File: src/rtl/uart_rx_if.sv
// Receive-side handshake between the UART receiver and its consumer.
// The receiver is the master: it presents rx_data/rx_valid and the consumer answers with rx_ready.
interface uart_rx_if #(
    parameter int DATA_BITS = 8
);
    logic [DATA_BITS-1:0] rx_data;
    logic                 rx_valid;
    logic                 rx_ready;

    modport master (
        output rx_data,
        output rx_valid,
        input  rx_ready
    );

    modport slave (
        input  rx_data,
        input  rx_valid,
        output rx_ready
    );
endinterface

File: src/rtl/uart_rx.sv
// Oversampling UART receiver: 2-flop input synchronizer, start/data/stop FSM,
// single-entry output buffer with valid/ready handshake, frame-error and overrun pulses.
module uart_rx #(
    parameter int DATA_BITS  = 8,
    parameter int OVERSAMPLE = 16
) (
    input  logic        clk,
    input  logic        reset,
    input  logic        tick_16x,
    input  logic        rx,
    uart_rx_if.master   rx_bus,
    output logic        frame_err,
    output logic        overrun,
    output logic        busy
);
    localparam int CNT_W = (OVERSAMPLE > 2) ? $clog2(OVERSAMPLE) : 1;
    localparam int BIT_W = $clog2(DATA_BITS + 1);
    localparam logic [CNT_W-1:0] HALF_LAST = CNT_W'(OVERSAMPLE / 2 - 1);
    localparam logic [CNT_W-1:0] FULL_LAST = CNT_W'(OVERSAMPLE - 1);
    localparam logic [BIT_W-1:0] BITS_LAST = BIT_W'(DATA_BITS - 1);

    typedef enum logic [1:0] {
        IDLE  = 2'd0,
        START = 2'd1,
        DATA  = 2'd2,
        STOP  = 2'd3
    } state_t;

    state_t               state_reg,  state_next;
    logic [CNT_W-1:0]     cnt_reg,    cnt_next;
    logic [BIT_W-1:0]     bit_reg,    bit_next;
    logic [DATA_BITS-1:0] shift_reg,  shift_next;
    logic [DATA_BITS-1:0] data_reg,   data_next;
    logic                 valid_reg,  valid_next;
    logic                 ferr_reg,   ferr_next;
    logic                 ovr_reg,    ovr_next;
    logic                 armed_reg,  armed_next;
    logic [1:0]           sync_reg;
    logic                 rx_s;
    logic                 accept;

    assign rx_s   = sync_reg[1];
    assign accept = valid_reg & rx_bus.rx_ready;

    always_ff @(posedge clk) begin
        if (reset) begin
            sync_reg  <= 2'b11;
            state_reg <= IDLE;
            cnt_reg   <= '0;
            bit_reg   <= '0;
            shift_reg <= '0;
            data_reg  <= '0;
            valid_reg <= 1'b0;
            ferr_reg  <= 1'b0;
            ovr_reg   <= 1'b0;
            armed_reg <= 1'b1;
        end else begin
            sync_reg  <= {sync_reg[0], rx};
            state_reg <= state_next;
            cnt_reg   <= cnt_next;
            bit_reg   <= bit_next;
            shift_reg <= shift_next;
            data_reg  <= data_next;
            valid_reg <= valid_next;
            ferr_reg  <= ferr_next;
            ovr_reg   <= ovr_next;
            armed_reg <= armed_next;
        end
    end

    always_comb begin
        state_next = state_reg;
        cnt_next   = cnt_reg;
        bit_next   = bit_reg;
        shift_next = shift_reg;
        data_next  = data_reg;
        valid_next = valid_reg;
        ferr_next  = 1'b0;
        ovr_next   = 1'b0;
        armed_next = armed_reg;

        if (accept) begin
            valid_next = 1'b0;
        end
        // After a framing error the line may still be held low; wait for a high level first.
        if (state_reg == IDLE && rx_s) begin
            armed_next = 1'b1;
        end

        if (tick_16x) begin
            case (state_reg)
                IDLE: begin
                    if (!rx_s && armed_reg) begin
                        state_next = START;
                        cnt_next   = '0;
                    end
                end
                START: begin
                    if (cnt_reg == HALF_LAST) begin
                        cnt_next = '0;
                        bit_next = '0;
                        state_next = rx_s ? IDLE : DATA;
                    end else begin
                        cnt_next = cnt_reg + 1'b1;
                    end
                end
                DATA: begin
                    if (cnt_reg == FULL_LAST) begin
                        cnt_next   = '0;
                        shift_next = {rx_s, shift_reg[DATA_BITS-1:1]};
                        if (bit_reg == BITS_LAST) begin
                            state_next = STOP;
                        end else begin
                            bit_next = bit_reg + 1'b1;
                        end
                    end else begin
                        cnt_next = cnt_reg + 1'b1;
                    end
                end
                STOP: begin
                    if (cnt_reg == FULL_LAST) begin
                        cnt_next   = '0;
                        state_next = IDLE;
                        if (rx_s) begin
                            // A same-edge accept frees the buffer, so the new byte loads in its place.
                            if (!valid_reg || accept) begin
                                data_next  = shift_reg;
                                valid_next = 1'b1;
                            end else begin
                                ovr_next = 1'b1;
                            end
                        end else begin
                            ferr_next  = 1'b1;
                            armed_next = 1'b0;
                        end
                    end else begin
                        cnt_next = cnt_reg + 1'b1;
                    end
                end
                default: state_next = IDLE;
            endcase
        end
    end

    assign rx_bus.rx_data  = data_reg;
    assign rx_bus.rx_valid = valid_reg;
    assign frame_err       = ferr_reg;
    assign overrun         = ovr_reg;
    assign busy            = (state_reg != IDLE);
endmodule

File: src/flat_wrapper.sv
// flat-port wrapper written by rule: the top's interface ports become plain ports
module uart_rx_flat 
#(
    parameter int DATA_BITS  = 8,
    parameter int OVERSAMPLE = 16
)
  (clk, reset, tick_16x, rx, frame_err, overrun, busy, rx_bus_rx_data, rx_bus_rx_valid, rx_bus_rx_ready);
  uart_rx_if #(.DATA_BITS(DATA_BITS)) rx_bus_i ();
  input  logic clk;
  input  logic reset;
  input  logic tick_16x;
  input  logic rx;
  output logic frame_err;
  output logic overrun;
  output logic busy;
  output wire logic [$bits(rx_bus_i.rx_data)-1:0] rx_bus_rx_data;
  output wire logic [$bits(rx_bus_i.rx_valid)-1:0] rx_bus_rx_valid;
  input wire logic [$bits(rx_bus_i.rx_ready)-1:0] rx_bus_rx_ready;
  assign rx_bus_rx_data = rx_bus_i.rx_data;
  assign rx_bus_rx_valid = rx_bus_i.rx_valid;
  assign rx_bus_i.rx_ready = rx_bus_rx_ready;
  uart_rx #(.DATA_BITS(DATA_BITS), .OVERSAMPLE(OVERSAMPLE)) u_core (.clk(clk), .reset(reset), .tick_16x(tick_16x), .rx(rx), .rx_bus(rx_bus_i), .frame_err(frame_err), .overrun(overrun), .busy(busy));
endmodule
File: config.mk
export PLATFORM = sky130hd
export DESIGN_NAME = uart_rx_flat
export DESIGN_NICKNAME = d
export VERILOG_FILES = /design/src/rtl/uart_rx_if.sv /design/src/rtl/uart_rx.sv /design/src/flat_wrapper.sv
export SDC_FILE = /design/constraint.sdc
export NUM_CORES = 1
export LEC_CHECK = 0
export BUFFER_PORTS_ARGS = -buffer_cell sky130_fd_sc_hd__buf_2
export CAP_MARGIN = 20
export CORE_MARGIN = 1
export CORE_UTILIZATION = 40
export DETAILED_ROUTE_END_ITERATION = 8
export PLACE_DENSITY_LB_ADDON = 0.05
export SETUP_SLACK_MARGIN = 0.2
export SLEW_MARGIN = 20
export SYNTH_ARGS = -nofsm -noshare
export SYNTH_HDL_FRONTEND = slang
export SYNTH_SLANG_ARGS = --single-unit
File: constraint.sdc
create_clock -name clk -period 3.7 [get_ports clk]
set_clock_uncertainty 0.15 [all_clocks]
set_input_delay 0.37 -clock clk [delete_from_list [all_inputs] [get_ports clk]]
set_output_delay 0.37 -clock clk [all_outputs]
set_load 0.03 [all_outputs]
## Yosys cells after proc, flatten, opt, wreduce, memory -nomap -nowiden

Cells that the tools add are included.

| storage, ports and cells | value |
|---|---|
| word-level logic and storage cells | 73 |
| input bits | 5 |
| register bits after elaboration | 32 |
| output and inout bits | 12 |

| cells by class | value |
|---|---|
| bitwise gates (word level) | 5 |
| muxes and demuxes | 28 |
| equal/unequal tests | 12 |
| $add $sub $neg | 2 |
| reductions and logical operators | 16 |

Operator list:

| operator | number |
|---|---|
| 2-to-1 mux 4 bit | 6 |
| 2-to-1 mux 1 bit | 13 |
| 2-to-1 mux 2 bit | 6 |
| one-hot mux 4 bit (3 select lines) | 1 |
| AND reduction 5 bit | 2 |
| adder 4 x 1 -> 4 bit, second input constant | 2 |
| equality test 4 x 3 -> 1 bit, second input constant | 2 |
| != test 2 x 1 -> 1 bit, second input constant | 4 |
| one-hot mux 2 bit (4 select lines) | 1 |
| one-hot mux 4 bit (2 select lines) | 1 |
| AND reduction 6 bit | 1 |
| OR reduction 5 bit | 1 |
| equality test 2 bit, second input constant | 2 |
| equality test 4 bit, second input constant | 1 |
| != test 2 bit, second input constant | 2 |
| NOT 1 bit | 4 |
| nonzero test 2 bit | 2 |
| OR reduction 4 bit | 1 |
| AND reduction 3 bit | 1 |
| equality test 2 x 1 -> 1 bit, second input constant | 1 |
| logical AND 1 bit | 2 |
| zero test 1 bit | 2 |
| zero test 2 bit | 1 |
| AND reduction 2 bit | 1 |
| other kinds (3) | 3 |

## Logic depth before layout (Yosys ltp)

Gate-level depths: netlist (run 1).

| depth | value |
|---|---|
| depth in word-level cells | 7 |
| mapped depth | 7 |
| gate-level depth less buffers | 5 |

## Worst setup path after synthesis (run 1)

Ideal clock, no wire load.

| path | value |
|---|---|
| path kind | register -> register |
| from | register u_core.cnt_reg[0] |
| to | register u_core.bit_reg[2] |
| library setup time | 0.118 ns |
| path buffers | 2 |
| cell stages (with the launch flop) | 8 |
| data required time | 3.432 ns |
| setup slack | 2.087 ns |
| arrival time | 1.344 ns |
| clock period less this slack | 1.613 ns |
| cells stage by stage | dfxtp_1 ha_1 and4_1 buf_6 and2_1 buf_4 a21oi_1 nor3_2 |

| on the way | value |
|---|---|
| word-level cells in the longest chain between the ends | 3 |
| elaborated cells on any way between the ends | 5 |
| classes of those cells | 4 x eq/ne; 1 x reduce/logical |

RTL lines:

| what | RTL line | source |
|---|---|---|
| from (decl) | uart_rx.sv:30 | `logic [CNT_W-1:0] cnt_reg, cnt_next;` |
| from (signal assigned) | uart_rx.sv:60 | `cnt_reg <= cnt_next;` |
| equality test 4 bit or equality test 4 x 3 -> 1 bit (tied branches) | uart_rx.sv:108, uart_rx.sv:99 |  |
| != test 2 x 1 -> 1 bit (no source line) | n/a |  |
| AND reduction 5 bit (no source line) * | n/a |  |
| to (signal assigned) | uart_rx.sv:61 | `bit_reg <= bit_next;` |
| to (decl) | uart_rx.sv:31 | `logic [BIT_W-1:0] bit_reg, bit_next;` |

Every way passes the cells marked *; elsewhere a longest branch is shown, timed or not.
A chain may end at the register's enable or synchronous reset.

## Worst setup path after layout (run 1)

| path | value |
|---|---|
| from | register u_core.cnt_reg[1] |
| to | register u_core.shift_reg[4] |

| on the way | value |
|---|---|
| word-level cells in the longest chain between the ends | 2 |

RTL lines:

| what | RTL line | source |
|---|---|---|
| equality test 4 bit | uart_rx.sv:108 | `if (cnt_reg == FULL_LAST) begin` |
| AND reduction 3 bit (no source line) | n/a |  |
| to (signal assigned) | uart_rx.sv:62 | `shift_reg <= shift_next;` |
| to (decl) | uart_rx.sv:32 | `logic [DATA_BITS-1:0] shift_reg, shift_next;` |

No other way between the ends.

==> results.json, run 1 <==
{
  "fp.dieH_um": 61.4,
  "max-slew-margin-rel_pct": 59.5,
  "firstDrtPassIters": 4,
  "clk_latency_ns": 0.33,
  "worstSetupStartpoint": "u_core.cnt_reg[1]$_SDFFE_PP0P_",
  "clockBufferDepth": 2,
  "outcome": "complete, no violations",
  "r2r-end": "u_core.shift_reg[4]$_SDFFE_PP0P_",
  "antenna_found_initial": 0,
  "io_pins": 17,
  "yosysMostFrequentCell": "dfxtp_1",
  "ff2ff_path_depth": 5,
  "path_cells": "ha_1, and4_1, and2_1, nand2_1, a21oi_1",
  "cts_setup_buffers": 0,
  "finalSetupTns_ns": 0,
  "tightest_slew_ns": 0.607,
  "yosys.area.top_type": "dfxtp_1",
  "dieArea_um2": 3770,
  "slew_viol_final": 0,
  "criticalPathCategory": "reg2reg",
  "cts.sinks": 32,
  "grt_max_degree": 33,
  "yosysUniqueCellTypes": 47,
  "async_reset_ff_share_pct": 0,
  "whs_path_depth": 2,
  "cts_made_buffers": 5,
  "routabilityCongestion": 0.749,
  "syn_nets": 162,
  "r2r_slack_ns": 1.87,
  "dp_hpwl_um": 1850,
  "grt_overflow": 0,
  "row_count": 21,
  "final_layout_size_suffix_gt1_share_pct": 22.7,
  "drt_iter0_markers": 20,
  "grt_use_total_pct": 15.8,
  "fmax_mhz": 547,
  "max_cap_violations": 0,
  "critPathBufInv": 0,
  "finalWorstPathRequiredPeriod_ns": 1.83,
  "nNetsFinal": 178,
  "min_period_over_period_pct": 49.4,
  "synthTopCellsByCount": "dfxtp_1, nand2_1, nor2_1",
  "post_cts_resize_count": 0,
  "synth-edff-count": 0,
  "clockRootBuffer": "clkbuf_4",
  "drcViolationCount": 0,
  "cp_slowest_cell": "and4_1",
  "grt_pass1_vias": 960,
  "via_per_inst": 5.06,
  "htree_levels": 2,
  "cp-start-kind": "register",
  "synth_warnings": 0,
  "setup-violations-final": 0,
  "cellLeakagePower_nw": 0.655,
  "path_delay_family": "simple AND/OR/NAND/NOR gates",
  "antenna_cells": 0,
  "cts_hold_buffers": 0,
  "end_kind": "register",
  "syn_to_final_growth_pct": 12.1,
  "cts_tree": "built",
  "core-area_um2": 3360,
  "min_path_type": "in2reg",
  "wl_per_cell_um": 11.9,
  "clkTransAtPathRegs_ns": 0.11,
  "power.density_nw_per_um2": 407,
  "avgSynthCellArea_um2": 9.11,
  "ys.flop_type": "dfxtp_1",
  "ys_seq_elements": 32,
  "hold_viol": 0,
  "vdd_drop_max_v": 0.000182,
  "netlist_area_um2": 1410,
  "routed_wl_um": 2600,
  "synth_top_cell_area_share_pct": 45.3,
  "r2r-start": "u_core.cnt_reg[1]$_SDFFE_PP0P_",
  "portBuffers": 16,
  "worstPathRequired_ns": 3.80,
  "rsz0062_at_grt": "false",
  "via_count": 1103,
  "critPathMaxFanout": 9,
  "synth_cells": 155,
  "die_w_um": 61.4,
  "critical-path-max-stage-delay_ns": 0.39,
  "hold_end": "u_core.sync_reg[0]$_SDFF_PP1_",
  "ys_seq_area_share_pct": 45.3,
  "start_util_pct": 42.0,
  "antenna_left": 0,
  "hold_start": "rx",
  "grt_first_pass_wirelength_um": 4310,
  "final_util_pct": 47.1,
  "crit_arrival_ns": 1.93,
  "synth_area_leaders": "dfxtp_1, nand2_1, mux2i_1"
}
==> cells by family (layout without fill, tap and decap cells) <==
| kind of cell | count (synthesis) | in the layout | share of synthesized area [%] |
|---|---|---|---|
| AO/OA/AOI/OAI | 35 | 35 | 17.3 |
| buffers and inverters | 11 | 28 | 4.34 |
| multiplexers | 8 | 8 | 5.67 |
| AND/OR/NAND/NOR | 67 | 67 | 25.6 |
| flip-flops | 32 | 32 | 45.3 |
| adder cells (fa/ha/maj) | 2 | 2 | 1.77 |
==> through the flow <==
step,cells,cell area (µm²),power [mW],hold slack [ns],setup slack (ns)
floorplan,155,1410,0.381,0.239,2.09
global placement,210,1500,0.389,0.256,1.91
detailed placement,210,1500,0.389,0.250,1.87
CTS,218,1580,0.653,0.0605,1.85
global route,218,1580,0.677,0.0548,1.70
finish,218,1580,0.644,0.0737,1.87
==> worst reg2reg max path, cell delays in order, from the launching register on <==
cell	delay, ns
dfxtp_1	0.38
ha_1	0.24
and4_1	0.39
and2_1	0.37
nand2_1	0.09
a21oi_1	0.14
==> cell usage in the layout, fill, tap and decap left out, types with 4 or more instances in the layout <==
cell type and count:
a21oi_1 11, a21oi_2 5, buf_2 16, clkbuf_4 5, dfxtp_1 32, mux2i_1 8
nand2_1 22, nand2b_1 4, nor2_1 15, o21ai_0 4
==> where the power goes <==
group          switching, mW  internal, mW
logic                 0.0201       0.00980
registers            0.00399         0.347
clock network          0.122         0.141
==> how the worst max path moves through the flow <==
stage	endpoint	slack [ns]	depth (start not counted)
after floorplan	u_core.bit_reg[2]$_SDFFE_PP0P_	2.09	7
after global placement	u_core.rx_bus.rx_data[4]$_SDFFE_PP0P_	1.91	5
after detailed placement	u_core.rx_bus.rx_data[7]$_SDFFE_PP0P_	1.87	5
after CTS	u_core.shift_reg[4]$_SDFFE_PP0P_	1.85	5
after global routing	u_core.shift_reg[4]$_SDFFE_PP0P_	1.70	5
final	u_core.shift_reg[4]$_SDFFE_PP0P_	1.87	5
==> cell type report <==
type / instances / area, µm²
Clock buffer: 5 / 37.5
Clock inverter: 3 / 42.5
Fill cell: 369 / 1780
Inverter: 4 / 15.0
Multi-Input combinational cell: 112 / 711
Sequential cell: 32 / 641
Tap cell: 46 / 57.6
Timing Repair Buffer: 16 / 80.1
==> per-layer routing <==
metal	track usage, %	vias up	wire [µm]
li1	-	579	-
met5	0	-	0
met2	23.4	15	1110
met4	7.62	0	37
met1	21.3	504	1380
met3	4.41	5	77
Note: power is estimated with default switching activity, not from simulation.
==> inputs of run 2 (changes only) <==
==> constraint.sdc (replaced) <==
create_clock -name clk -period 1.7 [get_ports clk]
set_clock_uncertainty 0.15 [all_clocks]
set_input_delay 0.17 -clock clk [delete_from_list [all_inputs] [get_ports clk]]
set_output_delay 0.17 -clock clk [all_outputs]
set_load 0.03 [all_outputs]
==> run 2 against run 1 <==
- via count grew 8.5%
- non-clock buffer count increased by 14
- first-iteration DRC count up 140%
- hold slack got worse by 0.070 ns
- flip-flop and latch count unchanged
- wire length grew 17%
- register-to-register slack worse by 1.8 ns
- clock power up 120%
- critical endpoint is now u_core.bit_reg[1]$_SDFFE_PP0P_
- largest cell class unchanged
==> results.json, run 2 (synthesized netlist as in run 1, its figures left out) <==
{
  "critPathMaxFanout": 5,
  "start_util_pct": 42.0,
  "grt_pass1_vias": 1064,
  "design_area_um2": 1810,
  "routabilityCongestion": 0.743,
  "end_kind": "register",
  "slew_viol_final": 0,
  "vdd_drop_max_v": 0.000381,
  "cts_tree": "built",
  "clkTransAtPathRegs_ns": 0.10,
  "dp_slack_ns": -0.0496,
  "io_pins": 17,
  "via_per_inst": 5.16,
  "cp-start-kind": "register",
  "n_fill_cell": 351,
  "rsz0062_at_grt": "true",
  "grt_overflow": 0,
  "clockRootBuffer": "clkbuf_4",
  "clk_latency_ns": 0.33,
  "clockBufferDepth": 2,
  "drt_iter0_markers": 47,
  "grt_use_total_pct": 18.2,
  "wl_per_cell_um": 13.1,
  "crit_arrival_ns": 1.71,
  "hold_viol": 0,
  "max_cap_violations": 0,
  "dp_hpwl_um": 2010,
  "htree_levels": 2,
  "grt_first_pass_wirelength_um": 4890,
  "drcViolationCount": 0,
  "setup-violations-final": 0,
  "placed_cell_area_um2": 1560,
  "fp.dieH_um": 61.4,
  "routed_wl_um": 3040,
  "portBuffers": 16,
  "min_period_over_period_pct": 93.5,
  "syn_to_final_growth_pct": 28.3,
  "via_count": 1197,
  "cts.sinks": 32,
  "max-slew-margin-rel_pct": 77.4,
  "grt_max_degree": 21,
  "worstPathRequired_ns": 1.82,
  "antenna_left": 0,
  "power.density_nw_per_um2": 788,
  "setup_slack_ns": 0.111,
  "antenna_cells": 0,
  "min_path_type": "in2reg",
  "nNetsFinal": 192,
  "finalWorstPathRequiredPeriod_ns": 1.59,
  "cts_made_buffers": 5,
  "finalSetupTns_ns": 0,
  "core-area_um2": 3360,
  "holdWs_ns": 0.00347,
  "die_w_um": 61.4,
  "final_util_pct": 53.9,
  "mostFrequentLayoutCells": "dfxtp_1, nand2_1, buf_2",
  "final_layout_size_suffix_gt1_share_pct": 37.6,
  "cellLeakagePower_nw": 0.749,
  "fmax_mhz": 629,
  "outcome": "complete, no violations",
  "dieArea_um2": 3770,
  "firstDrtPassIters": 4,
  "final_common_cell": "dfxtp_1",
  "antenna_found_initial": 0,
  "row_count": 21,
  "tightest_slew_ns": 0.338,
  "criticalPathCategory": "reg2reg"
}
==> run 2: cell types whose count changed in the layout (fill, tap and decap cells not counted), sizes merged <==
| cell | before | now |
|---|---|---|
| buf | 16 | 27 |
| clkbuf | 5 | 6 |
| dlygate4sd3 | 0 | 3 |
| clkinvlp | 1 | 0 |
==> run 2: layout make-up <==
cell class	instances	area (µm²)	area share (%)
clock buffers	6	41.3	2.28
clock inverters	2	35.0	1.93
inverters	4	15.0	0.829
multi-input cells	112	800	44.1
flip-flops and latches	32	651	35.9
well taps	46	57.6	3.18
repair buffers	30	213	11.7
==> run 2: metal layers <==
layer  global-route usage [%]  wire length (µm)  vias to the layer above  share of wire, %
li1                         -                 -                      608                 -
met1                     23.7              1440                      561                47
met2                     28.3              1440                       22                47
met3                     5.88               114                        6               3.7
met4                     6.67                44                        0               1.4
met5                        0                 0                        -                 0
==> run 2: worst max-delay path: stages (launching register included) <==
cell and delay, ns:
dfxtp_4 0.37, ha_4 0.17, and3b_2 0.25, o221ai_4 0.25
nand2b_4 0.19, a32o_1 0.15
==> run 2: through the flow <==
stage	cells	total power [mW]
finish	232	1.43
CTS	229	1.43
global placement	215	0.850
floorplan	155	0.831
detailed placement	215	0.851
global route	232	1.49
==> run 2: path summary, 6_finish.rpt <==
check                                                    start                        endpoint  slack (ns)  cells after the start
worst max register to register  u_core.cnt_reg[0]$_SDFFE_PP0P_  u_core.bit_reg[1]$_SDFFE_PP0P_        0.11                      5
worst min register to register   u_core.sync_reg[0]$_SDFF_PP1_   u_core.sync_reg[1]$_SDFF_PP1_        0.28                      1
worst max-delay path            u_core.cnt_reg[0]$_SDFFE_PP0P_  u_core.bit_reg[1]$_SDFFE_PP0P_        0.11                      5
worst min-delay path                                     reset  u_core.bit_reg[3]$_SDFFE_PP0P_       0.003                      2
==> run 2: power breakdown <==
group	switching, mW	leakage (nW)	internal (mW)
logic	0.0531	0.445	0.0389
clock network	0.262	0.0422	0.308
registers	0.0105	0.262	0.754
total	0.326	0.749	1.10
==> run 2: what timing repair did <==
item | 4_1_cts | 5_1_grt
endpoints found under the hold margin | 3 | 0
endpoints found under the setup margin | 24 | 25
setup buffers | 3 | 3
pin swaps | 9 | 8
resized for setup | 14 | 13
hold buffers | 3 | 0
==> inputs of run 3 (changes only) <==
--- a/config.mk
+++ b/config.mk
@@ -10,7 +10,8 @@
 export CORE_MARGIN = 1
 export CORE_UTILIZATION = 40
 export DETAILED_ROUTE_END_ITERATION = 8
-export PLACE_DENSITY_LB_ADDON = 0.05
+export PLACE_DENSITY_LB_ADDON = 0.12
+export REMOVE_ABC_BUFFERS = 1
 export SETUP_SLACK_MARGIN = 0.2
 export SLEW_MARGIN = 20
 export SYNTH_ARGS = -nofsm -noshare
==> run 3 against run 2 <==
- register-to-register slack hardly changed
- first-iteration DRC count up 2.1%
- die area unchanged
- clock power up 2%
- maximum frequency is 0.14% higher
- clock-buffer cell count is 1 lower
- sequential share of layout area grew 0.69 points
- total power is 0.77% higher
==> results.json, run 3 (synthesized netlist as in run 1, its figures left out) <==
{
  "mostFrequentLayoutCells": "dfxtp_1, nand2_1, buf_2",
  "antenna_found_initial": 0,
  "htree_levels": 2,
  "syn_to_final_growth_pct": 26.3,
  "fmax_mhz": 630,
  "antenna_left": 0,
  "grt_overflow": 0,
  "end_kind": "register",
  "rsz0062_at_grt": "true",
  "criticalPathCategory": "reg2reg",
  "start_util_pct": 42.0,
  "outcome": "complete, no violations",
  "switchingPower_uw": 341,
  "dieArea_um2": 3770,
  "switching_share_pct": 23.7,
  "cp-start-kind": "register",
  "fp.dieH_um": 61.4,
  "clockPowerShare_pct": 40.7,
  "slew_viol_final": 0,
  "hold_start": "tick_16x",
  "dp.cells": 216,
  "finalWorstPathRequiredPeriod_ns": 1.59,
  "max_cap_violations": 0,
  "worstSetupStartpoint": "u_core.cnt_reg[1]$_SDFFE_PP0P_",
  "firstDrtPassIters": 4,
  "max-slew-margin-rel_pct": 79.9,
  "clockRootBuffer": "clkbuf_4",
  "clockBufferDepth": 2,
  "cts.sinks": 32,
  "cts_made_buffers": 5,
  "drcViolationCount": 0,
  "routabilityCongestion": 0.788,
  "io_pins": 17,
  "row_count": 21,
  "setup_slack_ns": 0.113,
  "antenna_cells": 0,
  "p_int_mw": 1.10,
  "placed_cell_area_um2": 1550,
  "critPathMaxFanout": 8,
  "min_path_type": "in2reg",
  "min_period_over_period_pct": 93.4,
  "vdd_drop_max_v": 0.000516,
  "hold_viol": 0,
  "critical-path-max-stage-delay_ns": 0.37,
  "seqPwrFrac_pct": 53.1,
  "final_common_cell": "dfxtp_1",
  "clkTransAtPathRegs_ns": 0.12,
  "design_area_um2": 1780,
  "nNetsFinal": 189,
  "grt_use_total_pct": 17.4,
  "finalSetupTns_ns": 0,
  "final_layout_size_suffix_gt1_share_pct": 37.2,
  "via_count": 1178,
  "r2r-start": "u_core.cnt_reg[1]$_SDFFE_PP0P_",
  "path_cells": "ha_4, and4_4, nand4_4, mux2i_1, nor2_1",
  "grt_pass1_vias": 1033,
  "dp_slack_ns": -0.0660,
  "cellLeakagePower_nw": 0.724,
  "core-area_um2": 3360,
  "combinationalPowerShare_pct": 6.2,
  "cp_slowest_cell": "dfxtp_2",
  "final_util_pct": 53.1,
  "grt_first_pass_wirelength_um": 4690,
  "power.density_nw_per_um2": 806,
  "crit_arrival_ns": 1.66,
  "stdcell_count": 229,
  "wl_per_cell_um": 13.1,
  "via_per_inst": 5.14,
  "grt_max_degree": 24,
  "clk_latency_ns": 0.34,
  "routed_wl_um": 3010,
  "dp_hpwl_um": 2060,
  "cts_tree": "built",
  "worstPathRequired_ns": 1.77,
  "tightest_slew_ns": 0.301,
  "die_w_um": 61.4,
  "drt_iter0_markers": 48,
  "portBuffers": 16,
  "n_fill_cell": 346,
  "setup-violations-final": 0
}
==> run 3: cell types whose count changed in the layout (fill, tap and decap cells not counted), sizes merged <==
cell,before,now
dlygate4sd3,3,2
clkbuf,6,5
buf,27,25
clkinvlp,0,1
==> run 3: through the flow <==
step / hold slack, ns / power [mW]
3_3_place_gp: 0.207 / 0.853
5_1_grt: 0.0553 / 1.50
6_report: 0.0481 / 1.44
4_1_cts: 0.0237 / 1.45
2_1_floorplan: 0.0824 / 0.817
3_5_place_dp: 0.210 / 0.855
==> run 3: layout make-up <==
| class | instances | area [µm²] | area share [%] |
|---|---|---|---|
| repair buffers | 27 | 168 | 9.40 |
| inverters | 4 | 15.0 | 0.842 |
| clock inverters | 3 | 42.5 | 2.38 |
| multi-input cells | 112 | 811 | 45.4 |
| flip-flops and latches | 32 | 653 | 36.6 |
| well taps | 46 | 57.6 | 3.23 |
| clock buffers | 5 | 37.5 | 2.10 |
==> run 3: timing repair <==
item	CTS	global route
setup buffers	1	2
hold buffers	2	0
resized for setup	17	13
endpoints found under the hold margin	3	0
pin swaps	2	13
setup endpoints to repair	30	26
==> run 3: critical path, delay by kind of cell, from the launching register on <==
kind / cells / cell delay (ns)
simple gates: 3 / 0.57
mux: 1 / 0.23
flops: 1 / 0.37
fa+ha+maj: 1 / 0.15
==> run 3: path summary, 6_finish.rpt <==
check	end	slack, ns	cells after the start
min reg2reg	u_core.sync_reg[1]$_SDFF_PP1_	0.27	1
min	u_core.cnt_reg[2]$_SDFFE_PP0P_	0.05	3
max reg2reg	u_core.rx_bus.rx_data[1]$_SDFFE_PP0P_	0.11	5
max	u_core.rx_bus.rx_data[1]$_SDFFE_PP0P_	0.11	5
==> run 3: layer usage <==
layer / global-route usage (%) / up-vias / wire, µm
met3: 3.78 / 4 / 123
met5: 0 / - / 0
met4: 7.62 / 0 / 33
li1: - / 597 / -
met2: 27.3 / 22 / 1420
met1: 22.9 / 555 / 1440
==> run 3: power by group through the flow <==
stage	clock network (mW)	logic (mW)	registers (mW)
2_1_floorplan	0	0.0385	0.778
5_1_grt	0.635	0.0980	0.765
3_3_place_gp	0	0.0722	0.780
4_1_cts	0.602	0.0833	0.765
3_5_place_dp	0	0.0738	0.781
6_report	0.585	0.0897	0.764
